===== src/rtl/decode_queue_pkg.sv =====
//==============================================================================
// Module  : decode_queue_pkg
// Purpose : Shared RV32I instruction-type definitions: opcodes, immediate
//           formats, the decoded-instruction record and the immediate formatter.
//           DECODE_RV32M_EN adds the muldiv field to decoded_t.
// Revision: 1.0
//==============================================================================
`default_nettype none

package decode_queue_pkg;

    localparam int c_XLEN_MAX = 64;

    localparam logic [6:0] c_OPC_LUI    = 7'b0110111;
    localparam logic [6:0] c_OPC_AUIPC  = 7'b0010111;
    localparam logic [6:0] c_OPC_JAL    = 7'b1101111;
    localparam logic [6:0] c_OPC_JALR   = 7'b1100111;
    localparam logic [6:0] c_OPC_BRANCH = 7'b1100011;
    localparam logic [6:0] c_OPC_LOAD   = 7'b0000011;
    localparam logic [6:0] c_OPC_STORE  = 7'b0100011;
    localparam logic [6:0] c_OPC_OPIMM  = 7'b0010011;
    localparam logic [6:0] c_OPC_OP     = 7'b0110011;

    localparam logic [6:0] c_F7_BASE = 7'b0000000;
    localparam logic [6:0] c_F7_ALT  = 7'b0100000;
    localparam logic [6:0] MULDIV_F7 = 7'b0000001;

    typedef enum logic [2:0] {
        IMM_I,
        IMM_S,
        IMM_B,
        IMM_U,
        IMM_J,
        IMM_NONE
    } imm_fmt_t;

    // imm is carried at the widest supported XLEN; bits above XLEN are zero.
    typedef struct packed {
        logic [6:0]            opcode;
        logic [2:0]            funct3;
        logic [4:0]            rd;
        logic [4:0]            rs1;
        logic [4:0]            rs2;
        logic [c_XLEN_MAX-1:0] imm;
        logic                  alt;
        logic                  we_rd;
        logic                  use_rs1;
        logic                  use_rs2;
        logic                  illegal;
`ifdef DECODE_RV32M_EN
        logic                  muldiv;
`endif
    } decoded_t;

    // Returns the immediate sign-extended to 32 bits.
    function automatic logic [31:0] format_imm(input imm_fmt_t fmt, input logic [31:0] instr);
        logic [31:0] imm;
        case (fmt)
            IMM_I:   imm = {{20{instr[31]}}, instr[31:20]};
            IMM_S:   imm = {{20{instr[31]}}, instr[31:25], instr[11:7]};
            IMM_B:   imm = {{19{instr[31]}}, instr[31], instr[7], instr[30:25], instr[11:8], 1'b0};
            IMM_U:   imm = {instr[31:12], 12'b0};
            IMM_J:   imm = {{11{instr[31]}}, instr[31], instr[19:12], instr[20], instr[30:21], 1'b0};
            default: imm = 32'b0;
        endcase
        return imm;
    endfunction

endpackage

`default_nettype wire


===== src/rtl/decode_queue_if.sv =====
//==============================================================================
// Module  : decode_queue_if
// Purpose : Fetch-side and execute-side handshake bundle of decode_queue.
//           DECODE_RV32M_EN adds out_muldiv.
// Revision: 1.0
//==============================================================================
`default_nettype none

interface decode_queue_if #(
    parameter int XLEN  = 32,
    parameter int DEPTH = 4
);
    localparam int c_CNT_W = $clog2(DEPTH + 1);

    logic               flush;
    logic               in_valid;
    logic               in_ready;
    logic [XLEN-1:0]    in_pc;
    logic [31:0]        in_instr;
    logic               out_valid;
    logic               out_ready;
    logic [XLEN-1:0]    out_pc;
    logic [6:0]         out_opcode;
    logic [2:0]         out_funct3;
    logic [4:0]         out_rd;
    logic [4:0]         out_rs1;
    logic [4:0]         out_rs2;
    logic [XLEN-1:0]    out_imm;
    logic               out_alt;
    logic               out_we_rd;
    logic               out_use_rs1;
    logic               out_use_rs2;
    logic               out_illegal;
`ifdef DECODE_RV32M_EN
    logic               out_muldiv;
`endif
    logic [c_CNT_W-1:0] count;

    modport master (
        output flush, in_valid, in_pc, in_instr, out_ready,
        input  in_ready, out_valid, out_pc, out_opcode, out_funct3, out_rd, out_rs1, out_rs2,
               out_imm, out_alt, out_we_rd, out_use_rs1, out_use_rs2, out_illegal,
`ifdef DECODE_RV32M_EN
               out_muldiv,
`endif
               count
    );

    modport slave (
        input  flush, in_valid, in_pc, in_instr, out_ready,
        output in_ready, out_valid, out_pc, out_opcode, out_funct3, out_rd, out_rs1, out_rs2,
               out_imm, out_alt, out_we_rd, out_use_rs1, out_use_rs2, out_illegal,
`ifdef DECODE_RV32M_EN
               out_muldiv,
`endif
               count
    );

endinterface

`default_nettype wire


===== src/rtl/decode_queue_inst_decoder.sv =====
//==============================================================================
// Module  : inst_decoder
// Purpose : Combinational RV32I decoder: raw instruction to decoded_t, with
//           illegal-instruction detection. DECODE_RV32M_EN accepts OP/M-ext.
// Revision: 1.0
//==============================================================================
`default_nettype none

module inst_decoder
    import decode_queue_pkg::*;
#(
    parameter int XLEN = 32
) (
    input  logic [31:0] instr,
    output decoded_t    dec
);

    localparam logic [c_XLEN_MAX-1:0] c_IMM_MASK =
        (XLEN >= c_XLEN_MAX) ? {c_XLEN_MAX{1'b1}} : ((64'd1 << XLEN) - 64'd1);

    logic [6:0]  w_opcode;
    logic [2:0]  w_f3;
    logic [6:0]  w_f7;
    imm_fmt_t    w_fmt;
    logic        w_known;
    logic        w_bad;
    logic        w_wr;
    logic        w_r1;
    logic        w_r2;
    logic        w_md;
    logic        w_illegal;
    logic [31:0] w_imm32;

    always_comb begin
        w_opcode = instr[6:0];
        w_f3     = instr[14:12];
        w_f7     = instr[31:25];
        w_fmt    = IMM_NONE;
        w_known  = 1'b1;
        w_bad    = 1'b0;
        w_wr     = 1'b0;
        w_r1     = 1'b0;
        w_r2     = 1'b0;
        w_md     = 1'b0;

        case (w_opcode)
            c_OPC_LUI, c_OPC_AUIPC: begin
                w_fmt = IMM_U;
                w_wr  = 1'b1;
            end
            c_OPC_JAL: begin
                w_fmt = IMM_J;
                w_wr  = 1'b1;
            end
            c_OPC_JALR: begin
                w_fmt = IMM_I;
                w_wr  = 1'b1;
                w_r1  = 1'b1;
                w_bad = (w_f3 != 3'b000);
            end
            c_OPC_BRANCH: begin
                w_fmt = IMM_B;
                w_r1  = 1'b1;
                w_r2  = 1'b1;
                w_bad = (w_f3 == 3'b010) || (w_f3 == 3'b011);
            end
            c_OPC_LOAD: begin
                w_fmt = IMM_I;
                w_wr  = 1'b1;
                w_r1  = 1'b1;
                w_bad = (w_f3 == 3'b011) || (w_f3 == 3'b110) || (w_f3 == 3'b111);
            end
            c_OPC_STORE: begin
                w_fmt = IMM_S;
                w_r1  = 1'b1;
                w_r2  = 1'b1;
                w_bad = (w_f3 > 3'b010);
            end
            c_OPC_OPIMM: begin
                w_fmt = IMM_I;
                w_wr  = 1'b1;
                w_r1  = 1'b1;
                // Shift-immediates reuse the upper immediate bits as funct7.
                if (w_f3 == 3'b001) begin
                    w_bad = (w_f7 != c_F7_BASE);
                end else if (w_f3 == 3'b101) begin
                    w_bad = (w_f7 != c_F7_BASE) && (w_f7 != c_F7_ALT);
                end
            end
            c_OPC_OP: begin
                w_fmt = IMM_NONE;
                w_wr  = 1'b1;
                w_r1  = 1'b1;
                w_r2  = 1'b1;
                if (w_f7 == c_F7_BASE) begin
                    w_bad = 1'b0;
                end else if (w_f7 == c_F7_ALT) begin
                    w_bad = (w_f3 != 3'b000) && (w_f3 != 3'b101);
`ifdef DECODE_RV32M_EN
                end else if (w_f7 == MULDIV_F7) begin
                    w_md = 1'b1;
`endif
                end else begin
                    w_bad = 1'b1;
                end
            end
            default: w_known = 1'b0;
        endcase

        w_illegal = !w_known || w_bad || (instr[1:0] != 2'b11);
        w_imm32   = format_imm(w_fmt, instr);

        dec         = '0;
        dec.opcode  = w_opcode;
        dec.funct3  = w_f3;
        dec.rd      = instr[11:7];
        dec.rs1     = instr[19:15];
        dec.rs2     = instr[24:20];
        dec.imm     = {{(c_XLEN_MAX-32){w_imm32[31]}}, w_imm32} & c_IMM_MASK;
        dec.alt     = ((w_opcode == c_OPC_OP) && w_f7[5]) ||
                      ((w_opcode == c_OPC_OPIMM) && (w_f3 == 3'b101) && instr[30]);
        dec.we_rd   = w_wr && !w_illegal;
        dec.use_rs1 = w_r1 && !w_illegal;
        dec.use_rs2 = w_r2 && !w_illegal;
        dec.illegal = w_illegal;
`ifdef DECODE_RV32M_EN
        dec.muldiv  = w_md && !w_illegal;
`endif
    end

`ifndef DECODE_RV32M_EN
    logic w_md_unused;
    assign w_md_unused = w_md;
`endif

endmodule

`default_nettype wire


===== src/rtl/decode_queue.sv =====
//==============================================================================
// Module  : decode_queue
// Purpose : DEPTH-entry {pc, instr} queue feeding a registered decode stage
//           with valid/ready output and flush. DECODE_RV32M_EN adds out_muldiv.
// Revision: 1.0
//==============================================================================
`default_nettype none

module decode_queue
    import decode_queue_pkg::*;
#(
    parameter int XLEN  = 32,
    parameter int DEPTH = 4
) (
    input  wire logic     clk,
    input  wire logic     rst_n,
    decode_queue_if.slave bus
);

    localparam int                 c_PTR_W = $clog2(DEPTH);
    localparam int                 c_CNT_W = $clog2(DEPTH + 1);
    localparam logic [c_CNT_W-1:0] c_DEPTH = c_CNT_W'(DEPTH);

    logic [XLEN-1:0]    r_pc_mem    [DEPTH];
    logic [31:0]        r_instr_mem [DEPTH];
    logic [c_PTR_W-1:0] r_wr_ptr;
    logic [c_PTR_W-1:0] r_rd_ptr;
    logic [c_CNT_W-1:0] r_count;
    logic [c_CNT_W-1:0] w_count_nxt;
    logic               r_in_ready;
    logic               w_push;
    logic               w_pop;
    logic               r_out_valid;
    logic [XLEN-1:0]    r_out_pc;
    decoded_t           r_out_dec;
    decoded_t           w_dec;

    assign w_push = bus.in_valid && r_in_ready;
    assign w_pop  = (r_count != '0) && (!r_out_valid || bus.out_ready);

    always_comb begin
        w_count_nxt = r_count;
        if (bus.flush) begin
            w_count_nxt = '0;
        end else if (w_push && !w_pop) begin
            w_count_nxt = r_count + 1'b1;
        end else if (!w_push && w_pop) begin
            w_count_nxt = r_count - 1'b1;
        end
    end

    // Storage needs no reset: occupancy alone decides what is valid.
    always_ff @(posedge clk) begin
        if (w_push && !bus.flush) begin
            r_pc_mem[r_wr_ptr]    <= bus.in_pc;
            r_instr_mem[r_wr_ptr] <= bus.in_instr;
        end
    end

    always_ff @(posedge clk or negedge rst_n) begin
        if (!rst_n) begin
            r_wr_ptr   <= '0;
            r_rd_ptr   <= '0;
            r_count    <= '0;
            r_in_ready <= 1'b0;
        end else begin
            r_count    <= w_count_nxt;
            r_in_ready <= (w_count_nxt < c_DEPTH);
            if (bus.flush) begin
                r_wr_ptr <= '0;
                r_rd_ptr <= '0;
            end else begin
                if (w_push) begin
                    r_wr_ptr <= r_wr_ptr + 1'b1;
                end
                if (w_pop) begin
                    r_rd_ptr <= r_rd_ptr + 1'b1;
                end
            end
        end
    end

    inst_decoder #(
        .XLEN (XLEN)
    ) u_dec (
        .instr (r_instr_mem[r_rd_ptr]),
        .dec   (w_dec)
    );

    always_ff @(posedge clk or negedge rst_n) begin
        if (!rst_n) begin
            r_out_valid <= 1'b0;
            r_out_pc    <= '0;
            r_out_dec   <= '0;
        end else if (bus.flush) begin
            r_out_valid <= 1'b0;
        end else if (w_pop) begin
            r_out_valid <= 1'b1;
            r_out_pc    <= r_pc_mem[r_rd_ptr];
            r_out_dec   <= w_dec;
        end else if (bus.out_ready) begin
            r_out_valid <= 1'b0;
        end
    end

    assign bus.in_ready    = r_in_ready;
    assign bus.count       = r_count;
    assign bus.out_valid   = r_out_valid;
    assign bus.out_pc      = r_out_pc;
    assign bus.out_opcode  = r_out_dec.opcode;
    assign bus.out_funct3  = r_out_dec.funct3;
    assign bus.out_rd      = r_out_dec.rd;
    assign bus.out_rs1     = r_out_dec.rs1;
    assign bus.out_rs2     = r_out_dec.rs2;
    assign bus.out_imm     = XLEN'(r_out_dec.imm);
    assign bus.out_alt     = r_out_dec.alt;
    assign bus.out_we_rd   = r_out_dec.we_rd;
    assign bus.out_use_rs1 = r_out_dec.use_rs1;
    assign bus.out_use_rs2 = r_out_dec.use_rs2;
    assign bus.out_illegal = r_out_dec.illegal;
`ifdef DECODE_RV32M_EN
    assign bus.out_muldiv  = r_out_dec.muldiv;
`endif

endmodule

`default_nettype wire


===== src/flat_wrapper.sv =====
// flat-port wrapper written by rule: the top's interface ports become plain ports
module decode_queue_flat import decode_queue_pkg::*;
#(
    parameter int XLEN  = 32,
    parameter int DEPTH = 4
)
  (clk, rst_n, bus_flush, bus_in_valid, bus_in_pc, bus_in_instr, bus_out_ready, bus_in_ready, bus_out_valid, bus_out_pc, bus_out_opcode, bus_out_funct3, bus_out_rd, bus_out_rs1, bus_out_rs2, bus_out_imm, bus_out_alt, bus_out_we_rd, bus_out_use_rs1, bus_out_use_rs2, bus_out_illegal, bus_count);
  decode_queue_if #(.XLEN(XLEN), .DEPTH(DEPTH)) bus_i ();
  input  wire logic clk;
  input  wire logic rst_n;
  input wire logic [$bits(bus_i.flush)-1:0] bus_flush;
  input wire logic [$bits(bus_i.in_valid)-1:0] bus_in_valid;
  input wire logic [$bits(bus_i.in_pc)-1:0] bus_in_pc;
  input wire logic [$bits(bus_i.in_instr)-1:0] bus_in_instr;
  input wire logic [$bits(bus_i.out_ready)-1:0] bus_out_ready;
  output wire logic [$bits(bus_i.in_ready)-1:0] bus_in_ready;
  output wire logic [$bits(bus_i.out_valid)-1:0] bus_out_valid;
  output wire logic [$bits(bus_i.out_pc)-1:0] bus_out_pc;
  output wire logic [$bits(bus_i.out_opcode)-1:0] bus_out_opcode;
  output wire logic [$bits(bus_i.out_funct3)-1:0] bus_out_funct3;
  output wire logic [$bits(bus_i.out_rd)-1:0] bus_out_rd;
  output wire logic [$bits(bus_i.out_rs1)-1:0] bus_out_rs1;
  output wire logic [$bits(bus_i.out_rs2)-1:0] bus_out_rs2;
  output wire logic [$bits(bus_i.out_imm)-1:0] bus_out_imm;
  output wire logic [$bits(bus_i.out_alt)-1:0] bus_out_alt;
  output wire logic [$bits(bus_i.out_we_rd)-1:0] bus_out_we_rd;
  output wire logic [$bits(bus_i.out_use_rs1)-1:0] bus_out_use_rs1;
  output wire logic [$bits(bus_i.out_use_rs2)-1:0] bus_out_use_rs2;
  output wire logic [$bits(bus_i.out_illegal)-1:0] bus_out_illegal;
  output wire logic [$bits(bus_i.count)-1:0] bus_count;
  assign bus_i.flush = bus_flush;
  assign bus_i.in_valid = bus_in_valid;
  assign bus_i.in_pc = bus_in_pc;
  assign bus_i.in_instr = bus_in_instr;
  assign bus_i.out_ready = bus_out_ready;
  assign bus_in_ready = bus_i.in_ready;
  assign bus_out_valid = bus_i.out_valid;
  assign bus_out_pc = bus_i.out_pc;
  assign bus_out_opcode = bus_i.out_opcode;
  assign bus_out_funct3 = bus_i.out_funct3;
  assign bus_out_rd = bus_i.out_rd;
  assign bus_out_rs1 = bus_i.out_rs1;
  assign bus_out_rs2 = bus_i.out_rs2;
  assign bus_out_imm = bus_i.out_imm;
  assign bus_out_alt = bus_i.out_alt;
  assign bus_out_we_rd = bus_i.out_we_rd;
  assign bus_out_use_rs1 = bus_i.out_use_rs1;
  assign bus_out_use_rs2 = bus_i.out_use_rs2;
  assign bus_out_illegal = bus_i.out_illegal;
  assign bus_count = bus_i.count;
  decode_queue #(.XLEN(XLEN), .DEPTH(DEPTH)) u_core (.clk(clk), .rst_n(rst_n), .bus(bus_i));
endmodule

===== config.mk =====
export PLATFORM = sky130hd
export DESIGN_NAME = decode_queue_flat
export DESIGN_NICKNAME = d
export VERILOG_FILES = /design/src/rtl/decode_queue_pkg.sv /design/src/rtl/decode_queue_if.sv /design/src/rtl/decode_queue_inst_decoder.sv /design/src/rtl/decode_queue.sv /design/src/flat_wrapper.sv
export SDC_FILE = /design/constraint.sdc
export NUM_CORES = 1
export LEC_CHECK = 0
export CAP_MARGIN = 5
export CORE_UTILIZATION = 60
export DETAILED_ROUTE_END_ITERATION = 8
export HOLD_SLACK_MARGIN = 0.15
export PLACE_DENSITY = 0.81
export SLEW_MARGIN = 25
export SYNTH_ARGS = -nofsm -noshare
export SYNTH_HDL_FRONTEND = slang
export SYNTH_SLANG_ARGS = --single-unit

===== constraint.sdc =====
create_clock -name clk -period 4.95 [get_ports clk]
set_input_delay 0.99 -clock clk [delete_from_list [all_inputs] [get_ports clk]]
set_output_delay 0.99 -clock clk [all_outputs]
set_load 0.01 [all_outputs]

==> results of run 1 <==
-- where the power goes --
part	switching (mW)	internal, mW
Sequential	0.323	3.70
Combinational	1.28	1.20
Clock	1.09	1.65
-- per-stage QoR --
stage	instance area, µm²	worst slack, ns	hold slack [ns]	utilization
after floorplan	13800	1.65	0.514	-
after global placement	15700	1.45	0.458	0.697
after detailed placement	15700	1.41	0.462	0.697
after CTS	16900	1.70	0.476	0.749
after global routing	16900	1.69	0.503	0.750
final	16900	1.83	0.477	0.750
-- final cells by class --
class | count | area, µm² | share of cell area
inverters | 14 | 52.6 | 0.00310
clock buffers | 45 | 966 | 0.0571
repair buffers | 174 | 1720 | 0.102
multi-input cells | 412 | 3330 | 0.197
clock inverters | 19 | 228 | 0.0135
diodes | 2 | 5.00 | 0.000296
well taps | 285 | 357 | 0.0211
flip-flops and latches | 359 | 10300 | 0.607
-- worst max path at each step --
stage	endpoint	depth (start not counted)
3_5_place_dp	u_core.bus.out_illegal	5
3_3_place_gp	u_core.bus.out_illegal	5
2_1_floorplan	u_core.r_instr_mem[0][0]	3
4_1_cts	u_core.bus.out_imm[28]	5
6_report	u_core.bus.out_illegal	6
5_1_grt	u_core.bus.out_illegal	6
-- critical path: stages (launching register included) --
cell	delay [ns]
dfrtp_4	0.66
buf_4	0.39
mux4_2	0.63
nor4_4	0.30
a2111oi_1	0.14
or4b_4	0.53
o32a_1	0.34
-- routing by layer --
| metal | track usage | part of all wire | vias to the layer above |
|---|---|---|---|
| li1 | - | - | 3464 |
| met1 | 0.334 | 0.39 | 3953 |
| met2 | 0.434 | 0.50 | 309 |
| met3 | 0.0707 | 0.081 | 65 |
| met4 | 0.0929 | 0.028 | 2 |
| met5 | 0 | 0.00037 | - |
-- cells in the final DEF, fill, tap and decap left out, types with 4 or more instances in the layout --
cell type and n:
a22oi_1 4, a32o_1 6, and2_1 6, and2_4 4, buf_4 8, bufinv_16 5
clkbuf_1 7, clkbuf_16 37, clkdlybuf4s50_1 166, clkinv_1 5, clkinv_2 4, dfrtp_1 101
edfxtp_1 256, ha_1 7, inv_1 14, mux4_1 12, mux4_2 52, nand2_1 200
nand2b_1 7, nor2_1 14, nor2b_1 4, o211ai_1 19, o21ai_0 21, xnor2_1 4
-- state kept, by name, indices dropped and copies added (netlist names), 5 cells and up --
| name | cells |
|---|---|
| u_core.r_pc_mem | 128 |
| u_core.r_instr_mem | 128 |
| u_core.bus.out_opcode | 7 |
| u_core.bus.out_pc | 32 |
| u_core.bus.out_rs2 | 5 |
| u_core.bus.out_rd | 5 |
| u_core.bus.out_imm | 32 |
| u_core.bus.out_rs1 | 5 |
-- synth_stat cells (3+ instances only) --
cell type	count
o21a_1	3
a22oi_1	4
nor2_1	14
nand2b_1	7
and2_1	10
dfrtp_1	103
o211ai_1	19
mux4_2	52
nor2b_1	4
inv_1	14
mux4_1	12
o31ai_1	3
nand2_1	200
clkbuf_1	28
a32o_1	6
ha_1	7
xnor2_1	4
buf_1	4
a21oi_1	3
buf_2	5
edfxtp_1	256
o21ai_0	21
-- cells by family after synthesis --
kind of cell | synth area share
compound gates | 0.0440
simple gates | 0.0784
buf+inv | 0.0166
mux | 0.108
flops | 0.744
fa+ha+maj | 0.00635
xor+xnor | 0.00317
==> impl_metrics.env, run 1 <==
export IMPL_finalCritPeriodShare=0.630
export IMPL_rr_worst_depth=6
export IMPL_area_growth_pct=22.7
export IMPL_instances_no_fill=1310
export IMPL_synthCells=824
export IMPL_r2r_start="u_core.r_rd_ptr[0]"
export IMPL_min_to="u_core.bus.out_rs2[0]"
export IMPL_irDropWorstVdd_uv=427
export IMPL_cts_tree="yes"
export IMPL_die_y_um=154
export IMPL_final_nets=1073
export IMPL_grt_max_degree=89
export IMPL_final_max_slew_viol_count=0
export IMPL_die_area_um2=23600
export IMPL_place_congestion=0.878
export IMPL_drive_gt1_frac=0.122
export IMPL_chipWidth_um=154
export IMPL_p_leak_nw=6.18
export IMPL_setup_viol=0
export IMPL_clk_latency_ns=0.52
export IMPL_cp_required_ns=5.35
export IMPL_track_usage=0.261
export IMPL_synth_seq_cells=359
export IMPL_post_drt_via_cell_ratio=5.95
export IMPL_wirelength_mm=29.4
export IMPL_power_density_nw_per_um2=546
export IMPL_numCtsBuffers=36
export IMPL_gr_total_overflow=0
export IMPL_hold_violations=0
export IMPL_critPathLaunchType="register"
export IMPL_wire_per_inst_um=22.5
export IMPL_fmax_mhz=321
export IMPL_async_reset_ff_frac=0.287
export IMPL_fp_row_count=55
export IMPL_htree_levels=2
export IMPL_synth_top_area_frac=0.557
export IMPL_yosysSeqAreaShare=0.744
export IMPL_rr_endpoint="u_core.bus.out_illegal"
export IMPL_ant_nets=0
export IMPL_postCtsHoldBufs=0
export IMPL_tightest_slew_ns=1.05
export IMPL_hp_start="u_core.bus.out_rs2[0]"
export IMPL_firstDrtPassIters=4
export IMPL_tns_ns=0
export IMPL_rsz0062_at_grt="false"
export IMPL_syn_nets=900
export IMPL_critical_path_class="reg -> reg"
export IMPL_drc_errors=0
export IMPL_fin_total_pwr_mw=9.24
export IMPL_startpoint="u_core.r_rd_ptr[0]"
export IMPL_path_clk_slew_ns=0.06
export IMPL_cap_violations=0
export IMPL_synthFlopType="edfxtp_1"
export IMPL_dpl_hpwl_mm=17.1
export IMPL_num_io_pins=168
export IMPL_holdPathStages=2
export IMPL_yosys_warnings=0
export IMPL_avgSynthCellArea_um2=16.7
export IMPL_r2r_slack_ns=1.83
export IMPL_vias=7793
export IMPL_cp_end_kind="register"
export IMPL_path_max_fanout=19
export IMPL_post_cts_resized=0
export IMPL_synth_edf_count=256
export IMPL_post_place_cells=1243
export IMPL_grt_pass1_wl_mm=45.7
export IMPL_fin_crit_ns=3.12
export IMPL_cp_arrival_ns=3.52
export IMPL_min_delay_path_class="reg -> reg"
export IMPL_status="finished, final reports clean"
export IMPL_synth_top_cell_by_area="edfxtp_1"
export IMPL_post_cts_buffers=0
export IMPL_synthTopCellsByArea="edfxtp_1, dfrtp_1, mux4_2"
export IMPL_grt_pass1_vias=8198
export IMPL_portBuffers=167
export IMPL_drt_initial_drc_count=584
export IMPL_nFillCells=1332
export IMPL_netlist_area_um2=13800
export IMPL_coreArea_um2=22600
export IMPL_cts_buffer_depth=3
export IMPL_ctsRootBufferMaster="clkbuf_16"
export IMPL_skew_ns=0.0168
export IMPL_cts_sinks=359
export IMPL_relSlewSlack=0.297
export IMPL_initial_core_util=0.611
export IMPL_antenna_found_initial=3
export IMPL_post_synth_num_cell_types=58
Note: power is estimated with default switching activity, not from simulation.
==> inputs of run 2 (changes only) <==
- CORE_UTILIZATION: 60 -> 55
- PLACE_DENSITY: 0.81 -> 0.75
- clock period: 4.95 -> 3.1 ns (I/O delays scaled with it)
==> run 2 against run 1 <==
Effect of this change: fmax grew 9.4%; power grew 57%; largest cell class unchanged; utilization shrank 4.5 points; sequential share of layout area shrank 1.1 points; critical endpoint unchanged.
==> impl_metrics.env, run 2 (synthesis results as in run 1) <==
export IMPL_status="finished, final reports clean"
export IMPL_crit_path_cell_trace="buf_12, mux4_1, o21ai_0, a2111oi_0, or4b_4, o32a_1"
export IMPL_dpl_hpwl_mm=18.5
export IMPL_fin_crit_ns=2.85
export IMPL_chipWidth_um=160
export IMPL_numCtsBuffers=37
export IMPL_layout_commonest_cell="edfxtp_1"
export IMPL_fmax_mhz=351
export IMPL_cp_slowest_cell="mux4_1"
export IMPL_cp_end_kind="register"
export IMPL_track_usage=0.237
export IMPL_initial_core_util=0.564
export IMPL_path_clk_slew_ns=0.06
export IMPL_gr_total_overflow=0
export IMPL_grt_pass1_vias=8154
export IMPL_cp_arrival_ns=3.25
export IMPL_crit_buf_inv=1
export IMPL_wire_per_inst_um=21.4
export IMPL_final_max_slew_viol_count=0
export IMPL_setup_viol=0
export IMPL_mostFrequentLayoutCells="edfxtp_1, nand2_1, clkdlybuf4s50_1"
export IMPL_rsz0062_at_grt="false"
export IMPL_clk_latency_ns=0.51
export IMPL_reg_top3="u_core.r_instr_mem: 128 flops, u_core.r_pc_mem: 128 flops"
export IMPL_cp_slowest_stage_delay_ns=0.71
export IMPL_portBuffers=167
export IMPL_num_io_pins=168
export IMPL_die_area_um2=25700
export IMPL_area_growth_pct=24.9
export IMPL_cts_tree="yes"
export IMPL_skew_ns=0.0115
export IMPL_fin_util=0.705
export IMPL_drive_gt1_frac=0.143
export IMPL_antenna_found_initial=1
export IMPL_cp_required_ns=3.49
export IMPL_fp_row_count=57
export IMPL_grt_max_degree=103
export IMPL_multi_input_comb_area_um2=3330
export IMPL_nFillCells=1602
export IMPL_post_cts_buffers=0
export IMPL_htree_levels=2
export IMPL_p_leak_nw=6.33
export IMPL_tightest_slew_ns=0.847
export IMPL_critical_path_class="reg -> reg"
export IMPL_firstDrtPassIters=4
export IMPL_startpoint="u_core.r_rd_ptr[0]"
export IMPL_finalCritPeriodShare=0.920
export IMPL_fin_ws_ns=0.248
export IMPL_min_delay_path_class="reg -> reg"
export IMPL_cp_top_family="compound AO/OA/AOI/OAI gates"
export IMPL_post_drt_via_cell_ratio=5.65
export IMPL_hp_start="u_core.bus.out_rd[2]"
export IMPL_coreArea_um2=24500
export IMPL_grt_pass1_wl_mm=46.3
export IMPL_wirelength_mm=29.5
export IMPL_cap_violations=0
export IMPL_vias=7791
export IMPL_ctsRootBufferMaster="clkbuf_16"
export IMPL_ant_nets=0
export IMPL_power_density_nw_per_um2=843
export IMPL_place_congestion=0.900
export IMPL_cts_buffer_depth=3
export IMPL_post_cts_resized=0
export IMPL_postCtsHoldBufs=1
export IMPL_regArea_um2=10300
export IMPL_pre_cts_slack_ns=0.276
export IMPL_path_max_fanout=16
export IMPL_drc_errors=0
export IMPL_tns_ns=0
export IMPL_relSlewSlack=0.435
export IMPL_final_nets=1100
export IMPL_drt_initial_drc_count=506
export IMPL_hold_violations=0
export IMPL_cts_sinks=359
export IMPL_irDropWorstVdd_uv=645
export IMPL_critPathLaunchType="register"
export IMPL_r2r_start="u_core.r_rd_ptr[0]"
export IMPL_die_y_um=160
==> run 2: changes by cell type in the layout (fill, tap and decap cells not counted), sizes merged <==
cell         change
inv              +1
clkbuf           +8
bufinv           -5
buf             +25
dlygate4sd3      +1
clkinvlp         -2
clkinv           +1
==> run 2: path summary, 6_finish.rpt <==
kind / slack (ns) / cells past startpoint / end
worst max-delay path: 0.25 / 6 / u_core.bus.out_illegal
worst min-delay path: 0.47 / 2 / u_core.bus.out_rd[2]
worst max register to register: 0.25 / 6 / u_core.bus.out_illegal
worst min register to register: 0.47 / 2 / u_core.bus.out_rd[2]
max in group asynchronous: 1.67 / 3 / u_core.bus.out_opcode[5]
min in group asynchronous: 0.71 / 2 / u_core.bus.out_rs1[3]
==> run 2: final cells by class <==
cell class / instances / area share
Multi-Input combinational cell: 412 / 0.193
Timing Repair Buffer: 200 / 0.119
Clock inverter: 14 / 0.00399
Inverter: 14 / 0.00305
Tap cell: 324 / 0.0235
Sequential cell: 359 / 0.596
Antenna cell: 2 / 0.000290
Clock buffer: 53 / 0.0614
==> run 2: routing by layer <==
layer	vias up	track usage	share of wire
met5	-	0	0
met4	0	0.0788	0.027
met3	48	0.0478	0.059
met2	267	0.401	0.50
met1	3962	0.310	0.41
li1	3514	-	-
==> run 2: power by group <==
| group | leakage [nW] | switching [mW] | total, mW | internal, mW |
|---|---|---|---|---|
| clock network | 0.561 | 1.74 | 4.12 | 2.38 |
| registers | 3.65 | 0.450 | 6.35 | 5.90 |
| logic | 2.12 | 2.05 | 4.06 | 2.02 |
| total | 6.33 | 4.24 | 14.5 | 10.3 |
==> run 2: through the flow <==
step	instance area (µm²)	hold slack, ns	cells	power, mW
5_1_grt	17200	0.497	1376	15.2
3_3_place_gp	16100	0.459	1308	10.5
4_1_cts	17200	0.478	1376	14.7
3_5_place_dp	16100	0.462	1308	10.5
2_1_floorplan	13800	0.324	824	8.61
6_report	17200	0.474	1378	14.5
==> run 2: worst reg2reg max path: stages, from the launching register on <==
cell       delay, ns
dfrtp_4         0.51
buf_12          0.19
mux4_1          0.72
o21ai_0         0.23
a2111oi_0       0.14
or4b_4          0.60
o32a_1          0.35
==> inputs of run 3 (changes only) <==
- SETUP_SLACK_MARGIN: default -> 0.05
- SLEW_MARGIN: 25 -> default
==> run 3 against run 2 <==
Effect of this change: utilization barely moved; sequential power barely moved; register-to-register slack improved by 0.03 ns; cell count barely moved; fmax rose by 1.0%; combinational power barely moved; highest routed layer is now met5; worst setup slack improved by 0.029 ns.
==> impl_metrics.env, run 3 (synthesis results as in run 1) <==
export IMPL_ant_nets=0
export IMPL_track_usage=0.235
export IMPL_rsz0062_at_grt="false"
export IMPL_ctsRootBufferMaster="clkbuf_16"
export IMPL_p_leak_nw=6.33
export IMPL_post_place_cells=1308
export IMPL_portBuffers=167
export IMPL_nFillCells=1603
export IMPL_setup_viol=0
export IMPL_firstDrtPassIters=5
export IMPL_grt_max_degree=103
export IMPL_whs_ns=0.473
export IMPL_postCtsHoldBufs=1
export IMPL_num_io_pins=168
export IMPL_r2r_start="u_core.r_rd_ptr[0]"
export IMPL_hold_violations=0
export IMPL_area_growth_pct=24.9
export IMPL_cts_buffer_depth=3
export IMPL_wire_per_inst_um=21.2
export IMPL_drive_gt1_frac=0.143
export IMPL_cp_endpoint="u_core.bus.out_illegal"
export IMPL_cp_slowest_stage_delay_ns=0.70
export IMPL_coreArea_um2=24500
export IMPL_numCtsBuffers=37
export IMPL_cp_required_ns=3.50
export IMPL_path_max_fanout=16
export IMPL_wirelength_mm=29.2
export IMPL_grt_pass1_wl_mm=45.8
export IMPL_finalCritPeriodShare=0.911
export IMPL_tightest_slew_ns=1.15
export IMPL_fin_total_pwr_mw=14.5
export IMPL_die_area_um2=25700
export IMPL_grt_pass1_vias=8075
export IMPL_skew_ns=0.0178
export IMPL_power_density_nw_per_um2=843
export IMPL_fmax_mhz=354
export IMPL_mostFrequentLayoutCells="edfxtp_1, nand2_1, clkdlybuf4s50_1"
export IMPL_htree_levels=2
export IMPL_reg_top3="u_core.r_instr_mem: 128 flops, u_core.r_pc_mem: 128 flops"
export IMPL_p_clk_frac=0.284
export IMPL_p_comb_frac=0.279
export IMPL_final_max_slew_viol_count=0
export IMPL_tns_ns=0
export IMPL_path_depth=6
export IMPL_die_y_um=160
export IMPL_place_congestion=0.900
export IMPL_final_nets=1100
export IMPL_chipWidth_um=160
export IMPL_cts_tree="yes"
export IMPL_min_delay_path_class="reg -> reg"
export IMPL_cp_end_kind="register"
export IMPL_p_sw_frac=0.291
export IMPL_switchingPower_mw=4.23
export IMPL_rr_endpoint="u_core.bus.out_illegal"
export IMPL_critPathLaunchType="register"
export IMPL_path_clk_slew_ns=0.06
export IMPL_initial_core_util=0.564
export IMPL_relSlewSlack=0.236
export IMPL_gr_total_overflow=0
export IMPL_vias=7832
export IMPL_antenna_found_initial=2
export IMPL_cp_slowest_cell="mux4_1"
export IMPL_layout_commonest_cell="edfxtp_1"
export IMPL_startpoint="u_core.r_rd_ptr[0]"
export IMPL_rr_worst_depth=6
export IMPL_clk_latency_ns=0.52
export IMPL_cp_top_family="compound AO/OA/AOI/OAI gates"
export IMPL_place_area_um2=16100
export IMPL_cts_sinks=359
export IMPL_r2r_slack_ns=0.28
export IMPL_post_cts_buffers=0
export IMPL_drt_initial_drc_count=479
export IMPL_instances_no_fill=1377
export IMPL_status="finished, final reports clean"
export IMPL_final_area_um2=17200
export IMPL_irDropWorstVdd_uv=635
export IMPL_crit_path_cell_trace="buf_12, mux4_1, o21ai_0, a2111oi_0, or4b_4, o32a_1"
export IMPL_crit_buf_inv=1
export IMPL_fp_row_count=57
export IMPL_post_drt_via_cell_ratio=5.69
export IMPL_fin_crit_ns=2.82
export IMPL_dpl_hpwl_mm=18.4
export IMPL_critical_path_class="reg -> reg"
export IMPL_post_cts_resized=0
export IMPL_cp_arrival_ns=3.22
export IMPL_drc_errors=0
export IMPL_pwr_share_seq=0.437
export IMPL_internal_power_mw=10.3
export IMPL_cap_violations=0
run 3: how the worst min path moves through the flow:
| stage | slack, ns | from | depth (start not counted) | endpoint |
|---|---|---|---|---|
| floorplan | 0.32 | rst_n | 0 | u_core.bus.count[0] |
| global placement | 0.46 | u_core.bus.out_rd[1] | 2 | u_core.bus.out_rd[1] |
| detailed placement | 0.46 | u_core.bus.out_pc[4] | 2 | u_core.bus.out_pc[4] |
| CTS | 0.48 | u_core.bus.out_pc[4] | 2 | u_core.bus.out_pc[4] |
| global route | 0.50 | u_core.bus.out_pc[10] | 2 | u_core.bus.out_pc[10] |
| finish | 0.47 | u_core.bus.out_pc[4] | 2 | u_core.bus.out_pc[4] |
run 3: area by class of cell:
type                            count  area [µm²]  area share
Multi-Input combinational cell    412        3330       0.193
Timing Repair Buffer              200        2040       0.119
Sequential cell                   359       10300       0.596
Inverter                           14        52.6     0.00305
Clock inverter                     14        68.8     0.00399
Tap cell                          324         405      0.0235
Antenna cell                        1        2.50    0.000145
Clock buffer                       53        1060      0.0614
run 3: metal layers:
layer / vias up / part of all wire / track usage
li1: 3523 / - / -
met1: 3977 / 0.41 / 0.311
met2: 280 / 0.50 / 0.397
met3: 50 / 0.058 / 0.0480
met4: 2 / 0.023 / 0.0727
met5: - / 0.00044 / 0
run 3: worst reg2reg max path: cells and delay by family, from the launching register on:
family,cells,cell delay (ns)
flops,1,0.51
simple gates,1,0.60
compound gates,3,0.71
buf+inv,1,0.19
mux,1,0.71
run 3: stage by stage:
step / utilization / setup WS [ns]
2_1_floorplan: - / 0.168
4_1_cts: 0.704 / 0.271
6_report: 0.704 / 0.277
3_5_place_dp: 0.658 / 0.270
3_3_place_gp: 0.658 / 0.296
5_1_grt: 0.704 / 0.140
run 3: power by group through the flow:
| stage | Sequential, mW | Clock, mW | Combinational [mW] |
|---|---|---|---|
| after floorplan | 6.52 | 0 | 2.10 |
| after global placement | 6.43 | 0 | 4.03 |
| after detailed placement | 6.43 | 0 | 4.09 |
| after CTS | 6.36 | 4.20 | 4.11 |
| after global routing | 6.43 | 4.38 | 4.40 |
| final | 6.35 | 4.12 | 4.06 |
